## config.mk

```make
export PLATFORM = sky130hd
export DESIGN_NAME = cim_act_driver_flat
export DESIGN_NICKNAME = d
export VERILOG_FILES = /design/src/rtl/cim_act_driver_if.sv /design/src/rtl/cim_act_driver.sv /design/src/flat_wrapper.sv
export SDC_FILE = /design/constraint.sdc
export NUM_CORES = 1
export LEC_CHECK = 0
export BUFFER_PORTS_ARGS = -buffer_cell sky130_fd_sc_hd__buf_4
export CAP_MARGIN = 5
export CELL_PAD_IN_SITES_DETAIL_PLACEMENT = 1
export CELL_PAD_IN_SITES_GLOBAL_PLACEMENT = 2
export CORE_ASPECT_RATIO = 2
export CORE_MARGIN = 4
export CORE_UTILIZATION = 33
export DETAILED_ROUTE_END_ITERATION = 10
export PLACE_DENSITY_LB_ADDON = 0.1
export SYNTH_ARGS = -nofsm -noshare
export SYNTH_HDL_FRONTEND = slang
export SYNTH_SLANG_ARGS = --single-unit
```

## constraint.sdc

```tcl
create_clock -name clk -period 3.45 [get_ports clk]
set_clock_uncertainty 0.15 [all_clocks]
set_input_delay 0.69 -clock clk [delete_from_list [all_inputs] [get_ports clk]]
set_output_delay 0.69 -clock clk [all_outputs]
set_load 0.01 [all_outputs]
```

## src/rtl/cim_act_driver_if.sv

```systemverilog
// Activation handshake plus array-side drive signals of the CIM input driver.
// master = upstream/array side, slave = the driver itself.
interface cim_act_driver_if #(
  parameter int unsigned N_ROW = 16,
  parameter int unsigned ACT_W = 4
);
  localparam int unsigned BitW = (ACT_W > 1) ? $clog2(ACT_W) : 1;
  localparam int unsigned CntW = $clog2(N_ROW + 1);

  logic                     act_valid;
  logic                     act_ready;
  logic [N_ROW*ACT_W-1:0]   act_data;
  logic [N_ROW-1:0]         act_mask;
  logic [N_ROW-1:0]         wl;
  logic [CntW-1:0]          matrix_act;
  logic [BitW-1:0]          bit_idx;
  logic                     col_en;
  logic                     done;

  modport master (
    output act_valid, act_data, act_mask,
    input  act_ready, wl, matrix_act, bit_idx, col_en, done
  );

  modport slave (
    input  act_valid, act_data, act_mask,
    output act_ready, wl, matrix_act, bit_idx, col_en, done
  );
endinterface

```

## src/rtl/cim_act_driver.sv

```systemverilog
// Bit-serial (LSB first) word-line driver for the CIM macro: one col_en strobe per
// bit-plane, matrix_act held from acceptance to next acceptance for the quantizer.
module cim_act_driver #(
  parameter int unsigned N_ROW  = 16,
  parameter int unsigned ACT_W  = 4,
  parameter int unsigned SETTLE = 2
) (
  input logic             clk,
  input logic             rst_n,
  cim_act_driver_if.slave bus
);
  localparam int unsigned BitW = (ACT_W > 1) ? $clog2(ACT_W) : 1;
  localparam int unsigned CntW = $clog2(N_ROW + 1);
  localparam logic [3:0]      SettleLast = 4'(SETTLE - 1);
  localparam logic [BitW-1:0] BitLast    = BitW'(ACT_W - 1);

  typedef enum logic [1:0] {StIdle, StDrive, StSample, StDone} state_e;

  state_e                 state_q, state_d;
  logic [3:0]             cnt_q, cnt_d;
  logic [BitW-1:0]        bit_q, bit_d;
  logic [N_ROW*ACT_W-1:0] act_q, act_d;
  logic [N_ROW-1:0]       mask_q, mask_d;
  logic [CntW-1:0]        ma_q, ma_d;
  logic [N_ROW-1:0]       wl_q, wl_d;
  logic                   col_en_q, col_en_d;
  logic                   done_q, done_d;
  logic                   ready_q, ready_d;
  logic [CntW-1:0]        pop;
  logic [N_ROW-1:0]       plane;

  always_comb begin
    pop = '0;
    for (int i = 0; i < int'(N_ROW); i++) begin
      pop = pop + CntW'(bus.act_mask[i]);
    end
  end

  always_comb begin
    state_d = state_q;
    cnt_d   = cnt_q;
    bit_d   = bit_q;
    act_d   = act_q;
    mask_d  = mask_q;
    ma_d    = ma_q;
    unique case (state_q)
      StIdle: begin
        if (bus.act_valid) begin
          act_d   = bus.act_data;
          mask_d  = bus.act_mask;
          ma_d    = pop;
          bit_d   = '0;
          cnt_d   = '0;
          state_d = (|bus.act_mask) ? StDrive : StDone;
        end
      end
      StDrive: begin
        if (cnt_q == SettleLast) begin
          state_d = StSample;
        end else begin
          cnt_d = cnt_q + 4'd1;
        end
      end
      StSample: begin
        if (bit_q != BitLast) begin
          bit_d   = bit_q + 1'b1;
          cnt_d   = '0;
          state_d = StDrive;
        end else begin
          state_d = StDone;
        end
      end
      StDone:  state_d = StIdle;
      default: state_d = StIdle;
    endcase
  end

  // Outputs are registered, so they are derived from the next-state values.
  always_comb begin
    plane = '0;
    for (int i = 0; i < int'(N_ROW); i++) begin
      plane[i] = mask_d[i] & act_d[i*ACT_W + int'(bit_d)];
    end
    wl_d     = (state_d == StDrive || state_d == StSample) ? plane : '0;
    col_en_d = (state_d == StSample);
    done_d   = (state_d == StDone);
    ready_d  = (state_d == StIdle);
  end

  always_ff @(posedge clk or negedge rst_n) begin
    if (!rst_n) begin
      state_q  <= StIdle;
      cnt_q    <= '0;
      bit_q    <= '0;
      act_q    <= '0;
      mask_q   <= '0;
      ma_q     <= '0;
      wl_q     <= '0;
      col_en_q <= 1'b0;
      done_q   <= 1'b0;
      ready_q  <= 1'b1;
    end else begin
      state_q  <= state_d;
      cnt_q    <= cnt_d;
      bit_q    <= bit_d;
      act_q    <= act_d;
      mask_q   <= mask_d;
      ma_q     <= ma_d;
      wl_q     <= wl_d;
      col_en_q <= col_en_d;
      done_q   <= done_d;
      ready_q  <= ready_d;
    end
  end

  assign bus.act_ready  = ready_q;
  assign bus.wl         = wl_q;
  assign bus.matrix_act = ma_q;
  assign bus.bit_idx    = bit_q;
  assign bus.col_en     = col_en_q;
  assign bus.done       = done_q;
endmodule

```

## src/flat_wrapper.sv

```systemverilog
// flat-port wrapper written by rule: the top's interface ports become plain ports
module cim_act_driver_flat 
#(
  parameter int unsigned N_ROW  = 16,
  parameter int unsigned ACT_W  = 4,
  parameter int unsigned SETTLE = 2
)
  (clk, rst_n, bus_act_valid, bus_act_data, bus_act_mask, bus_act_ready, bus_wl, bus_matrix_act, bus_bit_idx, bus_col_en, bus_done);
  cim_act_driver_if #(.N_ROW(N_ROW), .ACT_W(ACT_W)) bus_i ();
  input logic clk;
  input logic rst_n;
  input wire logic [$bits(bus_i.act_valid)-1:0] bus_act_valid;
  input wire logic [$bits(bus_i.act_data)-1:0] bus_act_data;
  input wire logic [$bits(bus_i.act_mask)-1:0] bus_act_mask;
  output wire logic [$bits(bus_i.act_ready)-1:0] bus_act_ready;
  output wire logic [$bits(bus_i.wl)-1:0] bus_wl;
  output wire logic [$bits(bus_i.matrix_act)-1:0] bus_matrix_act;
  output wire logic [$bits(bus_i.bit_idx)-1:0] bus_bit_idx;
  output wire logic [$bits(bus_i.col_en)-1:0] bus_col_en;
  output wire logic [$bits(bus_i.done)-1:0] bus_done;
  assign bus_i.act_valid = bus_act_valid;
  assign bus_i.act_data = bus_act_data;
  assign bus_i.act_mask = bus_act_mask;
  assign bus_act_ready = bus_i.act_ready;
  assign bus_wl = bus_i.wl;
  assign bus_matrix_act = bus_i.matrix_act;
  assign bus_bit_idx = bus_i.bit_idx;
  assign bus_col_en = bus_i.col_en;
  assign bus_done = bus_i.done;
  cim_act_driver #(.N_ROW(N_ROW), .ACT_W(ACT_W), .SETTLE(SETTLE)) u_core (.clk(clk), .rst_n(rst_n), .bus(bus_i));
endmodule
```

; ---- After elaboration in Yosys (flattened, before gate mapping)
; Cells that the tools add are included.
[word_totals]
inputBits = 83
regBits = 112
output_inout_bits = 26
[op_classes]
reduce_logical = 7
n_lt_le_gt_ge = 16
n_mux = 49
n_eq_ne = 11
bitwise_logic = 16
n_addsub = 32
[op_table]
columns = operator, count
row1 = $lt A32 B7 Y1 const B, 15
row2 = $mux W64, 2
row3 = $bmux W1 S6, 15
row4 = $add A5 B1 Y5, 14
row5 = $add A6 B2 Y7 const A, 8
row6 = $mux W16, 3
row7 = $add A5 B2 Y6 const A, 4
row8 = $and A1 B1 Y1, 16
row9 = $mux W1, 16
row10 = $reduce_or A16 Y1, 1
row11 = $mux W2, 6
row12 = $mux W4, 3
row13 = $pmux W4 S3, 1
row14 = $add A4 B2 Y5 const A, 2
row15 = $eq A2 B2 Y1 const B, 4
row16 = $pmux W2 S4, 1
row17 = $lt A2 B7 Y1 const B, 1
row18 = $ne A2 B2 Y1 const B, 3
row19 = $add A3 B2 Y4 const A, 1
row20 = $add A4 B1 Y4 const B, 1
row21 = $eq A2 B1 Y1 const B, 2
row22 = $eq A4 B1 Y1 const B, 1
row23 = $logic_not A2 Y1, 2
row24 = $pmux W2 S2, 1
row25 = other kinds (8), 8

; ---- Logic depth before layout (Yosys ltp)
; Gate-level depths: netlist of the first run.
[depth]
depth_word = 15
mapped_depth = 15
depth_no_buf = 15

; ---- Least setup slack after synthesis of the first run
; Ideal clock, no wire load.
[synth_timing]
path_type = input port to flip-flop
from = input bus_act_mask[1]
to = register u_core.ma_q[1], in the netlist u_core.bus.matrix_act[1]
t_arrival_ps = 3927
stages = 12
setup_slack_ps = -709
setup_time_ps = 83
path_buffers = 0
cell_sequence = inv_1 -> ha_1 -> inv_1 -> fa_1 -> fa_1 -> fa_1 -> fa_1 -> inv_1 -> fa_1 -> inv_1 -> fa_1 -> o21ai_0
[synth_between]
elab_chain_len = 15
[synth_lines]
columns = element, line_no
row1 = from (decl), flat_wrapper.sv:14  ; input wire logic [$bits(bus_i.act_mask)-1:0] bus_act_mask;
row2 = $add A1 B1 Y2, cim_act_driver.sv:35  ; pop = pop + CntW'(bus.act_mask[i]);
row3 = $add A5 B1 Y5 (14 in a row), cim_act_driver.sv:35
row4 = to (signal assigned), cim_act_driver.sv:108  ; ma_q <= ma_d;
row5 = to (decl), cim_act_driver.sv:24  ; logic [CntW-1:0] ma_q, ma_d;
; Every way passes these cells.
; A chain may end at the register's enable or synchronous reset.

; ---- Worst setup path after layout of the first run
[layout_timing]
from = input bus_act_mask[1]
to = register u_core.ma_q[3], in the netlist u_core.bus.matrix_act[3]
; Same word-level chain as after synthesis.

==> flow_metrics.tcl, run 1 <==
set metrics [dict create \
    status "complete, but fails checks" \
    violations "negative setup slack" \
    antenna_found_initial 0 \
    startpoint_type "input port" \
    synth_area_per_cell_um2 7.84 \
    clkLatencyLatePin_ns 0.38 \
    synth.most_common_cell "nand2_1" \
    hold_viol 0 \
    overflow 0 \
    dp_hpwl_um 17800 \
    synth_flop_cell "dfrtp_1" \
    endpoint_kind "register" \
    grt_pass1_wl_um 40000 \
    vias 6637 \
    setup.worst_path.class "in -> reg" \
    num_rows 74 \
    finalCriticalPeriod_ns 3.87 \
    maxCapViolCount 0 \
    cts_max_level 3 \
    dp_cells 1229 \
    track_usage_pct 22.6 \
    start_util_pct 33.5 \
    io_buffers 108 \
    synthToLayoutAreaGrowth_pct 23.4 \
    rsz0062_at_grt "true" \
    synth_fp_nets 979 \
    core_area_um2 20400 \
    tns_ns -1.60 \
    critical_path_peak_fanout 2 \
    drc 0 \
    gp_congestion 0.854 \
    die_area_um2 23200 \
    relSlewSlack_pct 33.3 \
    viasPerCell 5.33 \
    worst_pin_slew_ns 0.998 \
    setup_viol 5 \
    synthCells 871 \
    finalCritPeriodShare_pct 112 \
    drive_gt1_share_pct 19.3 \
    synthTopCellsByCount "nand2_1 (317), dfrtp_1 (111), a21oi_1 (74)" \
    cts-root-buf "clkbuf_16" \
    die_h_um 211 \
    cts_made_buffers 9 \
    drv_slew 0 \
    clk_pin_slew_ns 0.08 \
    min_path_type "in -> async" \
    reg2reg_depth 10 \
    hold_slack_ns 0.170 \
    ir_worst_vdd_mv 0.379 \
    clk_path_buf_depth 2 \
    drtIter0Drc 258 \
    critPathArrivalTime_ns 3.97 \
    ys_warn_count 0 \
    synth_cell_types 46 \
    cts_tree "yes" \
    grt_pass1_vias 7426 \
    timing.final.ws_setup_ns -0.418 \
    ant_nets 0 \
    synth_largest_area_cell "dfrtp_1" \
    fmax_mhz 259 \
    routed_wl_um 25300 \
    cp.required_ns 3.55 \
    antenna_cells 0 \
    ys_ff_latch 112 \
    clock-sinks 112 \
    synth_edf_count 0 \
    power_w 0.00797 \
    postLayoutCoreUtil_pct 41.4 \
    grt_max_degree 51 \
    synth_area_um2 6830 \
    instances_no_fill 1246 \
    synth_top_area_share_pct 40.7 \
    finalNetCount 1083 \
    pwr_density_cell_nw_per_um2 947 \
    cellLeakagePower_nw 4.15 \
    die_x_um 110 \
    yosysSeqAreaShare_pct 41.1 \
    holdBufCountCts 0 \
    async_flop_share_pct 100 \
    io-pin-count 109 \
    drt_first_pass_iters 4 \
    wl_per_cell_um 20.3 \
    synthTopCellsByArea "dfrtp_1 (41%), nand2_1 (17%), a21oi_1 (5.4%)" \
]
-- routing by layer --
layer  part of all wire, %  vias up  wire, um  GRT usage [%]
met1                    41     3347     10400           26.8
met5                     0        -         0              0
met3                   2.9       39       722           2.84
met4                   2.7        0       689           8.61
li1                      -     3128         -              -
met2                    53      123     13500           40.6
-- state kept, by name, summed over array words and instances (netlist names) --
| name | count |
|---|---|
| u_core.act_q | 64 |
| u_core.bus.act_ready | 1 |
| u_core.bus.bit_idx | 2 |
| u_core.bus.col_en | 1 |
| u_core.bus.done | 1 |
| u_core.bus.matrix_act | 5 |
| u_core.bus.wl | 16 |
| u_core.cnt_q | 4 |
| u_core.mask_q | 16 |
| u_core.state_q | 2 |
-- power breakdown --
part / switching (W) / internal, W
Combinational: 0.00279 / 0.00168
Sequential: 0.000446 / 0.00186
Clock: 0.000544 / 0.000654
-- worst max-delay path, stage by stage --
cell     delay [ns]
buf_12         0.09
inv_12         0.03
ha_4           0.25
inv_2          0.03
fa_1           0.47
fa_1           0.52
fa_1           0.43
fa_1           0.49
inv_1          0.05
fa_2           0.34
a21o_1         0.20
a21oi_2        0.14
xor2_1         0.16
o21ai_1        0.07
-- cell families (layout without fill, tap and decap cells) --
family	after synthesis	in the layout	share of synthesized area [%]
simple gates	385	385	22.3
compound gates	221	221	19.3
flops	112	112	41.1
buf+inv	92	201	6.40
mux	34	34	4.99
fa+ha+maj	25	25	5.68
xor+xnor	2	2	0.257
-- through the flow --
step,setup WS [ns],cell area (um2)
final,-0.418,8420
after global routing,-0.561,8420
after CTS,-0.434,8410
after detailed placement,-0.900,8070
after global placement,-0.778,8070
after floorplan,-0.529,6860
-- repair_timing --
action	4_1_cts	5_1_grt
gates resized for setup	7	2
setup buffers	0	1
pin swaps	3	2
endpoints found under the setup margin	5	5
-- final cells by class --
class | instances | area, um2
Clock buffer | 10 | 239
Clock inverter | 6 | 82.6
Fill cell | 2506 | 11900
Inverter | 30 | 130
Multi-Input combinational cell | 667 | 3620
Sequential cell | 112 | 2810
Tap cell | 266 | 333
Timing Repair Buffer | 155 | 1210
-- cell usage in the layout, fill, tap and decap left out, drive strengths merged, types with 16 or more instances in the layout --
cell / count
o22ai: 16
dfrtp: 111
o31ai: 29
nand2: 318
a21oi: 74
inv: 30
buf: 155
o211ai: 28
nor2: 43
o21ai: 61
mux2i: 34
-- worst paths after layout --
path | endpoint | slack (ns) | from
max reg2reg | u_core.bus.wl[9] | 0.51 | u_core.state_q[1]
min in group clk | u_core.mask_q[14] | 0.35 | u_core.mask_q[14]
min | u_core.act_q[58] | 0.17 | rst_n
max in group asynchronous | u_core.act_q[14] | 2.20 | rst_n
max | u_core.bus.matrix_act[3] | -0.42 | bus_act_mask[1]
min reg2reg | u_core.mask_q[14] | 0.35 | u_core.mask_q[14]
No activity file was read; power rests on OpenSTA's default activity.
==> run 2, diff against run 1 <==
--- a/config.mk
+++ b/config.mk
@@ -11,9 +11,10 @@
 export CELL_PAD_IN_SITES_GLOBAL_PLACEMENT = 2
 export CORE_ASPECT_RATIO = 2
 export CORE_MARGIN = 4
-export CORE_UTILIZATION = 33
+export CORE_UTILIZATION = 30
 export DETAILED_ROUTE_END_ITERATION = 10
 export PLACE_DENSITY_LB_ADDON = 0.1
+export RECOVER_POWER = 50
 export SYNTH_ARGS = -nofsm -noshare
 export SYNTH_HDL_FRONTEND = slang
 export SYNTH_SLANG_ARGS = --single-unit
==> constraint.sdc (replaced) <==
create_clock -name clk -period 4.5 [get_ports clk]
set_clock_uncertainty 0.15 [all_clocks]
set_input_delay 0.9 -clock clk [delete_from_list [all_inputs] [get_ports clk]]
set_output_delay 0.9 -clock clk [all_outputs]
set_load 0.01 [all_outputs]
==> run 2 against run 1 <==
  * The run ends with max-capacitance violations, max-slew violations left
  * Sequential share of layout area increased by 1.4 points
  * Utilization decreased by 5.0 points
  * Count of clock-buffer cells in the layout increased by 3
  * Die area increased by 9.4%
  * Critical path type unchanged
  * Largest cell class unchanged
  * Largest power group unchanged
==> flow_metrics.tcl, run 2 (synthesized netlist as in run 1, its figures left out) <==
set metrics [dict create \
    setup.worst_path.class "in -> reg" \
    instances_no_fill 1230 \
    power_switching_w 0.00286 \
    ant_nets 0 \
    critPathLaunch "bus_act_mask[1]" \
    synthToLayoutAreaGrowth_pct 18.6 \
    multi_input_area_um2 3600 \
    grt_pass1_vias 7334 \
    critPathArrivalTime_ns 4.35 \
    seqCellArea_um2 2810 \
    largest_reg_flops 64 \
    critical_path_peak_fanout 2 \
    critPathCapture "u_core.bus.matrix_act[3]" \
    gp_congestion 0.837 \
    worstReg2RegStart "u_core.bus.bit_idx[0]" \
    timing.final.ws_setup_ns 0.247 \
    drc 0 \
    top_register "u_core.act_q" \
    worst_pin_slew_ns 3.14 \
    antenna_cells 0 \
    dp_hpwl_um 17000 \
    r2r-end "u_core.bus.wl[8]" \
    num_rows 77 \
    maxCapViolCount 2 \
    cts_tree "yes" \
    drv_slew 78 \
    viasPerCell 5.30 \
    final_cell_mix "nand2_1 (317), buf_4 (111), dfrtp_1 (110)" \
    cts-resized-gates 0 \
    wl_per_cell_um 20.7 \
    track_usage_pct 20.8 \
    tns_ns 0 \
    finalCritPeriodShare_pct 94.5 \
    drt_first_pass_iters 4 \
    clk_pin_slew_ns 0.08 \
    clk_path_buf_depth 2 \
    finalCriticalPeriod_ns 4.25 \
    use_met1_pct 23.8 \
    rrSetupSlack_ns 0.31 \
    cts-root-buf "clkbuf_16" \
    dp_cells 1214 \
    clock-sinks 112 \
    overflow 0 \
    combPwrFrac_pct 55.4 \
    relSlewSlack_pct -109 \
    die_area_um2 25400 \
    min_path_type "reg -> reg" \
    pwr-share-clk_pct 14.4 \
    startpoint_type "input port" \
    violations "max-capacitance violations, max-slew violations" \
    status "complete, but fails checks" \
    final_common_cell "nand2_1" \
    cp.required_ns 4.60 \
    cellLeakagePower_nw 3.94 \
    intPower_w 0.00307 \
    grt_util_met2_pct 37.9 \
    die_h_um 221 \
    holdBufCountCts 0 \
    cts_made_buffers 9 \
    die_x_um 115 \
    core_area_um2 22300 \
    finalNetCount 1057 \
    routed_wl_um 25400 \
    io_buffers 108 \
    ir_worst_vdd_mv 0.330 \
    hold_viol 0 \
    slowest_delay_ns 0.55 \
    pre_cts_slack_ns -0.182 \
    drtIter0Drc 224 \
    post_cts_buffers 0 \
    cp_slowest_cell "fa_1" \
    seqPwrFrac_pct 30.1 \
    start_util_pct 30.7 \
    io-pin-count 109 \
    cpMostUsedCell "fa_1" \
    vias 6523 \
    clkLatencyLatePin_ns 0.38 \
    fillerInstances 2705 \
    antenna_found_initial 0 \
    path_cells "buf_4, inv_1, ha_1, inv_1, fa_1, fa_1, fa_1, fa_1, inv_1, fa_1, a21o_1, a21oi_1, xor2_1, o21ai_0" \
    grt_use_met3_pct 2.73 \
    setup_viol 0 \
    rsz0062_at_grt "false" \
    switching_share_pct 48.3 \
    busiest_layer "met2" \
    pwr_density_cell_nw_per_um2 732 \
    grt_pass1_wl_um 40900 \
    grt_max_degree 106 \
    fmax_mhz 235 \
    power_w 0.00592 \
    endpoint_kind "register" \
    reg2reg_depth 6 \
    cts_max_level 3 \
    drive_gt1_share_pct 14.5 \
]
[run 2: cell type report]
type | count | share of cell area [%]
clock inverters | 3 | 0.526
repair buffers | 129 | 11.6
multi-input cells | 667 | 44.5
well taps | 276 | 4.27
flip-flops and latches | 112 | 34.7
clock buffers | 13 | 3.09
inverters | 30 | 1.39
[run 2: power by group through the flow]
| stage | clock, W | sequential, W | combinational, W |
|---|---|---|---|
| 2_1_floorplan | 0 | 0.00169 | 0.00229 |
| 3_3_place_gp | 0 | 0.00178 | 0.00325 |
| 3_5_place_dp | 0 | 0.00180 | 0.00334 |
| 4_1_cts | 0.000887 | 0.00179 | 0.00336 |
| 5_1_grt | 0.000922 | 0.00185 | 0.00372 |
| 6_report | 0.000854 | 0.00179 | 0.00328 |
[run 2: critical path: cells and delay by family]
kind / cells / cell delay (ns)
xor gates and xnor gates: 1 / 0.17
AOI/OAI and AO/OA: 3 / 0.45
buffers and inverters: 4 / 0.23
adders and majority gates: 6 / 2.59
[run 2: worst min-delay path by stage]
| stage | startpoint | cells after the start | endpoint |
|---|---|---|---|
| after floorplan | u_core.mask_q[14] | 2 | u_core.mask_q[14] |
| after global placement | u_core.mask_q[14] | 2 | u_core.mask_q[14] |
| after detailed placement | u_core.act_q[2] | 2 | u_core.act_q[2] |
| after CTS | u_core.act_q[2] | 2 | u_core.act_q[2] |
| after global routing | u_core.act_q[2] | 2 | u_core.act_q[2] |
| final | u_core.mask_q[14] | 2 | u_core.mask_q[14] |
[run 2: metal layers]
metal,share of wire [%],wire length [um],vias to the layer above
li1,-,-,3071
met1,40,10100,3315
met2,54,13800,110
met3,3.3,831,27
met4,2.5,629,0
met5,0,0,-
[run 2: metrics by stage]
step	util, %	cell area (um2)	hold slack [ns]
after floorplan	-	6830	0.298
after CTS	36.6	8150	0.344
final	36.4	8090	0.340
after global routing	36.4	8090	0.371
after detailed placement	35.3	7860	0.325
after global placement	35.3	7860	0.324
